$ cat src/rtl/inst_encoder_loader_pkg.sv
// Shared encodings for the instruction encoder/loader: mnemonic codes,
// MIPS opcode/func fields, FSM states and word-packing helpers.
package inst_encoder_loader_pkg;

    // Mnemonic codes presented on in_mnem; 14 and 15 are illegal
    localparam logic [3:0] MnNop  = 4'd0;
    localparam logic [3:0] MnAdd  = 4'd1;
    localparam logic [3:0] MnSub  = 4'd2;
    localparam logic [3:0] MnSlt  = 4'd3;
    localparam logic [3:0] MnAnd  = 4'd4;
    localparam logic [3:0] MnOr   = 4'd5;
    localparam logic [3:0] MnJr   = 4'd6;
    localparam logic [3:0] MnAddi = 4'd7;
    localparam logic [3:0] MnSlti = 4'd8;
    localparam logic [3:0] MnLw   = 4'd9;
    localparam logic [3:0] MnSw   = 4'd10;
    localparam logic [3:0] MnBeq  = 4'd11;
    localparam logic [3:0] MnJ    = 4'd12;
    localparam logic [3:0] MnJal  = 4'd13;

    // Primary opcodes
    localparam logic [5:0] OpRtype = 6'b000000;
    localparam logic [5:0] OpAddi  = 6'b001000;
    localparam logic [5:0] OpSlti  = 6'b001010;
    localparam logic [5:0] OpLw    = 6'b100011;
    localparam logic [5:0] OpSw    = 6'b101011;
    localparam logic [5:0] OpBeq   = 6'b000100;
    localparam logic [5:0] OpJ     = 6'b000010;
    localparam logic [5:0] OpJal   = 6'b000011;

    // R-type func codes
    localparam logic [5:0] FnAdd = 6'b100000;
    localparam logic [5:0] FnSub = 6'b100010;
    localparam logic [5:0] FnSlt = 6'b101010;
    localparam logic [5:0] FnAnd = 6'b100100;
    localparam logic [5:0] FnOr  = 6'b100101;
    localparam logic [5:0] FnJr  = 6'b001000;

    typedef enum logic [1:0] {
        StIdle = 2'd0,
        StLoad = 2'd1,
        StDone = 2'd2
    } state_e;

    function automatic logic [31:0] r_word(input logic [4:0] rs, input logic [4:0] rt,
                                           input logic [4:0] rd, input logic [5:0] fn);
        return {OpRtype, rs, rt, rd, 5'd0, fn};
    endfunction

    function automatic logic [31:0] i_word(input logic [5:0] op, input logic [4:0] rs,
                                           input logic [4:0] rt, input logic [15:0] imm);
        return {op, rs, rt, imm};
    endfunction

    function automatic logic [31:0] j_word(input logic [5:0] op, input logic [25:0] target);
        return {op, target};
    endfunction

endpackage

$ cat src/rtl/inst_encoder_loader_enc.sv
// Combinational mnemonic-to-MIPS-word encoder with illegal-mnemonic flag.
module inst_encoder
    import inst_encoder_loader_pkg::*;
(
    input  logic [3:0]  mnem,
    input  logic [4:0]  rs,
    input  logic [4:0]  rt,
    input  logic [4:0]  rd,
    input  logic [15:0] imm,
    input  logic [25:0] target,
    output logic [31:0] word,
    output logic        illegal
);

    // Select the instruction format and fill only the fields it uses
    always_comb begin
        word    = 32'd0;
        illegal = 1'b0;
        case (mnem)
            MnNop:   word = 32'd0;
            MnAdd:   word = r_word(rs, rt, rd, FnAdd);
            MnSub:   word = r_word(rs, rt, rd, FnSub);
            MnSlt:   word = r_word(rs, rt, rd, FnSlt);
            MnAnd:   word = r_word(rs, rt, rd, FnAnd);
            MnOr:    word = r_word(rs, rt, rd, FnOr);
            MnJr:    word = r_word(rs, 5'd0, 5'd0, FnJr);
            MnAddi:  word = i_word(OpAddi, rs, rt, imm);
            MnSlti:  word = i_word(OpSlti, rs, rt, imm);
            MnLw:    word = i_word(OpLw, rs, rt, imm);
            MnSw:    word = i_word(OpSw, rs, rt, imm);
            MnBeq:   word = i_word(OpBeq, rs, rt, imm);
            MnJ:     word = j_word(OpJ, target);
            MnJal:   word = j_word(OpJal, target);
            default: illegal = 1'b1;
        endcase
    end

endmodule

$ cat src/rtl/inst_encoder_loader.sv
// Streams encoded instructions into instruction memory, one word per accepted
// request, with a one-cycle registered write port.
module inst_encoder_loader
    import inst_encoder_loader_pkg::*;
#(
    parameter int unsigned ADDR_W    = 10,
    parameter int unsigned BASE_ADDR = 0
) (
    input  logic              clk,
    input  logic              rst,
    input  logic              start,
    input  logic              in_valid,
    output logic              in_ready,
    input  logic [3:0]        in_mnem,
    input  logic [4:0]        in_rs,
    input  logic [4:0]        in_rt,
    input  logic [4:0]        in_rd,
    input  logic [15:0]       in_imm,
    input  logic [25:0]       in_target,
    input  logic              in_last,
    output logic              mem_we,
    output logic [ADDR_W-1:0] mem_addr,
    output logic [31:0]       mem_wdata,
    output logic              busy,
    output logic              done,
    output logic              err,
    output logic [ADDR_W:0]   count
);

    localparam int unsigned     Depth    = 2 ** ADDR_W;
    localparam logic [ADDR_W:0] DepthCnt = (ADDR_W + 1)'(Depth);
    localparam logic [ADDR_W-1:0] BasePtr = ADDR_W'(BASE_ADDR);

    state_e              state_q;
    logic [ADDR_W-1:0]   ptr_q;
    logic [ADDR_W:0]     count_q;
    logic                err_q;
    logic                done_q;
    logic                mem_we_q;
    logic [ADDR_W-1:0]   mem_addr_q;
    logic [31:0]         mem_wdata_q;

    logic [31:0] enc_word;
    logic        enc_illegal;
    logic        full;
    logic        accept;
    logic        overflow;

    inst_encoder u_enc (
        .mnem    (in_mnem),
        .rs      (in_rs),
        .rt      (in_rt),
        .rd      (in_rd),
        .imm     (in_imm),
        .target  (in_target),
        .word    (enc_word),
        .illegal (enc_illegal)
    );

    // Handshake and overflow qualification
    always_comb begin
        full     = (count_q == DepthCnt);
        in_ready = (state_q == StLoad) && !full && !start;
        accept   = in_valid && in_ready;
        overflow = (state_q == StLoad) && full && in_valid && !start;
    end

    // FSM, pointer/count and registered write port; count advances with the write
    always_ff @(posedge clk or posedge rst) begin
        if (rst) begin
            state_q     <= StIdle;
            ptr_q       <= BasePtr;
            count_q     <= '0;
            err_q       <= 1'b0;
            done_q      <= 1'b0;
            mem_we_q    <= 1'b0;
            mem_addr_q  <= '0;
            mem_wdata_q <= 32'd0;
        end else begin
            mem_we_q <= 1'b0;
            if (start) begin
                // Any pending registered write still issues this cycle
                state_q <= StLoad;
                ptr_q   <= BasePtr;
                count_q <= '0;
                err_q   <= 1'b0;
                done_q  <= 1'b0;
            end else begin
                case (state_q)
                    StLoad: begin
                        if (overflow) begin
                            err_q   <= 1'b1;
                            done_q  <= 1'b1;
                            state_q <= StDone;
                        end else if (accept) begin
                            if (enc_illegal) begin
                                err_q <= 1'b1;
                                if (in_last) begin
                                    done_q  <= 1'b1;
                                    state_q <= StDone;
                                end
                            end else begin
                                mem_we_q    <= 1'b1;
                                mem_addr_q  <= ptr_q;
                                mem_wdata_q <= enc_word;
                                ptr_q       <= ptr_q + 1'b1;
                                count_q     <= count_q + 1'b1;
                                // done follows one cycle after this final write
                                if (in_last) state_q <= StDone;
                            end
                        end
                    end
                    StDone:  done_q <= 1'b1;
                    StIdle:  ;
                    default: state_q <= StIdle;
                endcase
            end
        end
    end

    assign mem_we    = mem_we_q;
    assign mem_addr  = mem_addr_q;
    assign mem_wdata = mem_wdata_q;
    assign busy      = (state_q == StLoad);
    assign done      = done_q;
    assign err       = err_q;
    assign count     = count_q;

endmodule

$ cat config.mk
export PLATFORM = sky130hd
export DESIGN_NAME = inst_encoder_loader
export DESIGN_NICKNAME = d
export VERILOG_FILES = /design/src/rtl/inst_encoder_loader_pkg.sv /design/src/rtl/inst_encoder_loader_enc.sv /design/src/rtl/inst_encoder_loader.sv
export SDC_FILE = /design/constraint.sdc
export NUM_CORES = 1
export LEC_CHECK = 0
export CAP_MARGIN = 25
export CORE_MARGIN = 2
export CORE_UTILIZATION = 35
export CTS_CLUSTER_SIZE = 28
export DETAILED_ROUTE_END_ITERATION = 10
export PLACE_DENSITY_LB_ADDON = 0.1
export SYNTH_ARGS = -nofsm -noshare
export SYNTH_HDL_FRONTEND = slang
export SYNTH_SLANG_ARGS = --single-unit
$ cat constraint.sdc
create_clock -name clk -period 2.8 [get_ports clk]
set_input_delay 0.7 -clock clk [delete_from_list [all_inputs] [get_ports clk]]
set_output_delay 0.7 -clock clk [all_outputs]
set_load 0.005 [all_outputs]
== Word level (Yosys, flattened, before mapping) ==
Cells that the tools add are included.
Word-level totals
  bits in registers: 68
  input port bits: 66
  word-level logic and storage cells: 88
Cells by class
  $add $sub $neg: 2
  eq/ne operators: 22
  mux-type cells: 32
  bitwise logic cells: 2
  reduce and logical (&&, ||, !) cells: 22
Operators with widths (count)
  $pmux W32 S13: 1
  $mux W11: 5
  $mux W10: 5
  $eq A4 B4 Y1 const B: 6
  $eq A4 B3 Y1 const B: 4
  $mux W1: 15
  $reduce_or A14 Y1: 1
  $add A11 B1 Y11 const B: 1
  $eq A11 B11 Y1 const B: 1
  $add A10 B1 Y10 const B: 1
  $eq A4 B2 Y1 const B: 2
  $mux W2: 4
  $ne A4 B3 Y1 const B: 2
  $reduce_and A4 Y1: 2
  $logic_and A1 B1 Y1: 6
  $reduce_and A3 Y1: 2
  $reduce_bool A2 Y1: 3
  $reduce_bool A3 Y1: 2
  $reduce_and A5 Y1: 1
  $eq A4 B1 Y1 const B: 1
  $logic_not A4 Y1: 1
  $ne A4 B2 Y1 const B: 1
  $pmux W2 S2: 1
  $ne A3 B1 Y1 const B: 1
  other kinds (9): 11

== Depth between registers and ports, before layout ==
Gate-level depths: netlist (run 1).
  depth in word-level cells: 9
  mapped depth: 8
  depth with buffers taken out: 6

== Hierarchy ==
Synthesis (run 1) repeated with hierarchy kept, for this count alone.
Unflattened totals
  cells, all modules: 333
  area, all modules: 3598.5 um^2
Modules (own cells, without submodules)
  inst_encoder_loader: times used 1, cells each 230, area each 2911.5 um^2, seq. area each 1701.6 um^2
  inst_encoder: times used 1, cells each 103, area each 686.9 um^2, seq. area each 0.0 um^2

== Worst setup path after synthesis (run 1) ==
No wires, ideal clock.
  path kind: register to output
  from: register count_q[4], in the netlist count[4]
  to: output in_ready
  data arrival time: 1.424 ns
  slack: 0.676 ns
  cell stages (with the launch flop): 5
  cell sequence: dfrtp_1 -> nor4_2 -> and4_4 -> clkbuf_1 -> nor3b_1
Between the ends
  word-level cells in the longest chain between the ends: 4
Ends and longest elaborated chain
  from (decl): line inst_encoder_loader.sv:36  | logic [ADDR_W:0] count_q;
  from (signal assigned): line inst_encoder_loader.sv:107  | count_q <= count_q + 1'b1;
  $eq A11 B11 Y1: line inst_encoder_loader.sv:62  | full = (count_q == DepthCnt);
  $logic_not A1 Y1: line inst_encoder_loader.sv:63  | in_ready = (state_q == StLoad) && !full && !start;
  $logic_and A1 B1 Y1 (2 in series): line inst_encoder_loader.sv:63
  to (decl): line inst_encoder_loader.sv:13  | output logic in_ready,
No other way between the ends.

== Worst setup path in the final report (run 1) ==
Same ends and word-level chain as after synthesis.

==> results_dict.tcl, run 1 <==
set metrics [dict create \
    yosysUniqueCellTypes 60 \
    max_freq_mhz 371 \
    synth_seq_area_share 0.446 \
    fin_util 0.521 \
    cts_tree "built" \
    relSlewSlack 0.434 \
    p_leak_nw 2.16 \
    synthCells 345 \
    postRouteAntennaNets 0 \
    clock-sinks 67 \
    arrival_ns 2.00 \
    viasPerCell 5.36 \
    antennaDiodeCount 0 \
    drv_cap 0 \
    wirelength_mm 10.2 \
    syn_nets 414 \
    rsz0062_at_grt "false" \
    worstRegToRegCells 5 \
    htree_levels 3 \
    hold_viol_final 0 \
    finalMaxSlewViolations 0 \
    cts_max_path_buffers 2 \
    cp-start-kind "register" \
    ys.flop_type "dfrtp_1" \
    yosysTopAreaCellShare 0.446 \
    netlist_top_cells_area "dfrtp_1, o2bb2ai_2, a21oi_1" \
    syn_avg_cell_area_um2 10.9 \
    grt_max_degree 68 \
    die_w_um 108 \
    period_needed_ns 2.70 \
    grt_antenna_before_repair 0 \
    skew_ns 0.0128 \
    reg2reg_to "mem_addr[8]$_DFFE_PP0P_" \
    synth_edf_count 0 \
    grt_pass1_wl_mm 16.5 \
    cts_root_buf "clkbuf_8" \
    crit_type "reg2out" \
    clkTransAtPathRegs_ns 0.08 \
    synth_seq_cells 67 \
    grt_pass1_vias 3257 \
    setup.worst_path.end_class "output pin" \
    rows 37 \
    hpwl_mm 7.09 \
    ios 124 \
    startpoint "count[4]$_DFFE_PP0P_" \
    reg2reg_slack_ns 0.83 \
    reg2reg_from "count[3]$_DFFE_PP0P_" \
    synth_top_cell_by_area "dfrtp_1" \
    synthesis.area_um2 3760 \
    wl_per_cell_um 16.5 \
    drc_errors 0 \
    outcome "complete, no violations" \
    postCtsHoldBufs 0 \
    tightest_slew_ns 0.844 \
    initial_core_util 0.362 \
    crit_fanout 6 \
    drive_above_1_share 0.178 \
    nets 542 \
    vias 3291 \
    finalSetupTns_ns 0 \
    ys_warn_count 0 \
    cts_buffers 9 \
    hold_class "reg2reg" \
    synthArstFlopShare 1.00 \
    pwr_density_cell_nw_per_um2 518 \
    gp_congestion 0.775 \
    clock_latency_ns 0.36 \
    area_growth_pct 43.8 \
    fp.dieH_um 108 \
    setup_viol 0 \
    drt_iter0_markers 129 \
    peakVddDrop_v 0.000261 \
    dieArea_um2 11600 \
    period_share 0.963 \
    coreArea_um2 10400 \
    grt_overflow 0 \
    crit_end "in_ready" \
    worstPathRequired_ns 2.10 \
    dr.pass1.iters 4 \
    port_buffers 122 \
    grt_usage 0.184 \
]
## cells by family (layout without fill, tap and decap cells)
family | after synthesis | after routing | synth area share
fa+ha+maj | 3 | 3 | 0.00999
mux | 21 | 21 | 0.0629
buf+inv | 36 | 169 | 0.0616
simple gates | 95 | 95 | 0.161
flops | 67 | 67 | 0.446
xor+xnor | 2 | 2 | 0.00466
other cells | 1 | 1 | 0.000998
compound gates | 120 | 120 | 0.252
## report_power, final
part           internal (W)  switching, W
Combinational      0.000397      0.000241
Clock              0.000599      0.000424
Sequential          0.00106     0.0000730
## metal layers
layer / GRT usage / wire, um / up-vias
li1: - / - / 1573
met5: 0 / 0 / -
met3: 0.0636 / 729 / 17
met4: 0.0495 / 126 / 0
met1: 0.240 / 4520 / 1583
met2: 0.290 / 4780 / 118
## synthesized netlist by cell type (3+ instances only)
library cell and number:
nand4_1 6, mux2_2 9, buf_12 3, o21ai_1 3, a31oi_1 3, nand3_2 3, nand3_1 9, a222oi_1 5
or3_1 5, o22ai_1 7, nand2b_1 5, a22oi_1 9, o2bb2ai_1 3, mux2_4 3, nor2_1 15, ha_1 3
nand2_1 12, nor2b_1 11, or4_1 6, a21oi_1 29, o2bb2ai_2 20, inv_1 11, o31ai_1 12, dfrtp_1 67
buf_2 5, buf_6 4, o21ai_0 17, buf_4 3, clkbuf_1 7, mux2i_1 9
## final cells by class
class,count,area [um^2]
Sequential cell,67,1680
Clock inverter,7,124
Clock buffer,9,124
Timing Repair Buffer,141,1390
Tap cell,136,170
Inverter,12,45.0
Fill cell,972,4970
Multi-Input combinational cell,242,1870
## cells in the final DEF, fill, tap and decap left out, types with 11 or more instances in the layout
| cell type | count |
|---|---|
| dfrtp_1 | 65 |
| o2bb2ai_2 | 20 |
| nand2_1 | 12 |
| o21ai_0 | 17 |
| nor2b_1 | 11 |
| o31ai_1 | 12 |
| buf_4 | 17 |
| clkdlybuf4s50_1 | 122 |
| a21oi_1 | 29 |
| nor2_1 | 15 |
## worst min-delay path by stage
stage | from | endpoint | cells after the start
after global placement | mem_wdata[11]$_DFFE_PP0P_ | mem_wdata[11]$_DFFE_PP0P_ | 1
final | mem_wdata[5]$_DFFE_PP0P_ | mem_wdata[5]$_DFFE_PP0P_ | 1
after floorplan | mem_wdata[20]$_DFFE_PP0P_ | mem_wdata[20]$_DFFE_PP0P_ | 1
after CTS | mem_wdata[15]$_DFFE_PP0P_ | mem_wdata[15]$_DFFE_PP0P_ | 1
after detailed placement | mem_wdata[12]$_DFFE_PP0P_ | mem_wdata[12]$_DFFE_PP0P_ | 1
after global routing | mem_wdata[6]$_DFFE_PP0P_ | mem_wdata[6]$_DFFE_PP0P_ | 1
## state kept, by name (all words and copies together) (netlist names)
name	cells
ptr_q	10
err	1
state_q	2
mem_we	1
count	11
mem_addr	10
mem_wdata	31
done	1
## metrics by stage
stage	cell area [um^2]	hold WS, ns	worst slack, ns	instances	total power [W]
2_1_floorplan	3760	0.479	0.417	345	0.00143
3_3_place_gp	5120	0.484	0.0568	597	0.00179
3_5_place_dp	5120	0.481	0.0673	597	0.00180
4_1_cts	5380	0.510	0.00397	613	0.00283
5_1_grt	5400	0.520	0.00690	614	0.00295
6_report	5400	0.506	0.104	614	0.00280
## worst max-delay path, cell delays in order, from the launching register on
cell             delay [ns]
dfrtp_1                0.47
nor4_4                 0.39
and4_4                 0.29
nor3b_2                0.05
clkdlybuf4s50_1        0.44
## repair_timing
action / in CTS / in global routing
pin swaps: 0 / 2
resized for setup: 1 / 4
buffers inserted: 0 / 1
endpoints found under the setup margin: 1 / 1
gates cloned: 0 / 0
(Power assumes the default switching activity.)
==> run 2: changes to the inputs <==
--- a/config.mk
+++ b/config.mk
@@ -8,9 +8,9 @@
 export CAP_MARGIN = 25
 export CORE_MARGIN = 2
 export CORE_UTILIZATION = 35
-export CTS_CLUSTER_SIZE = 28
 export DETAILED_ROUTE_END_ITERATION = 10
 export PLACE_DENSITY_LB_ADDON = 0.1
 export SYNTH_ARGS = -nofsm -noshare
 export SYNTH_HDL_FRONTEND = slang
 export SYNTH_SLANG_ARGS = --single-unit
+export TNS_END_PERCENT = 50
==> results of run 2 <==
Same layout as run 1: the final DEF is identical, and so are final timing and power.
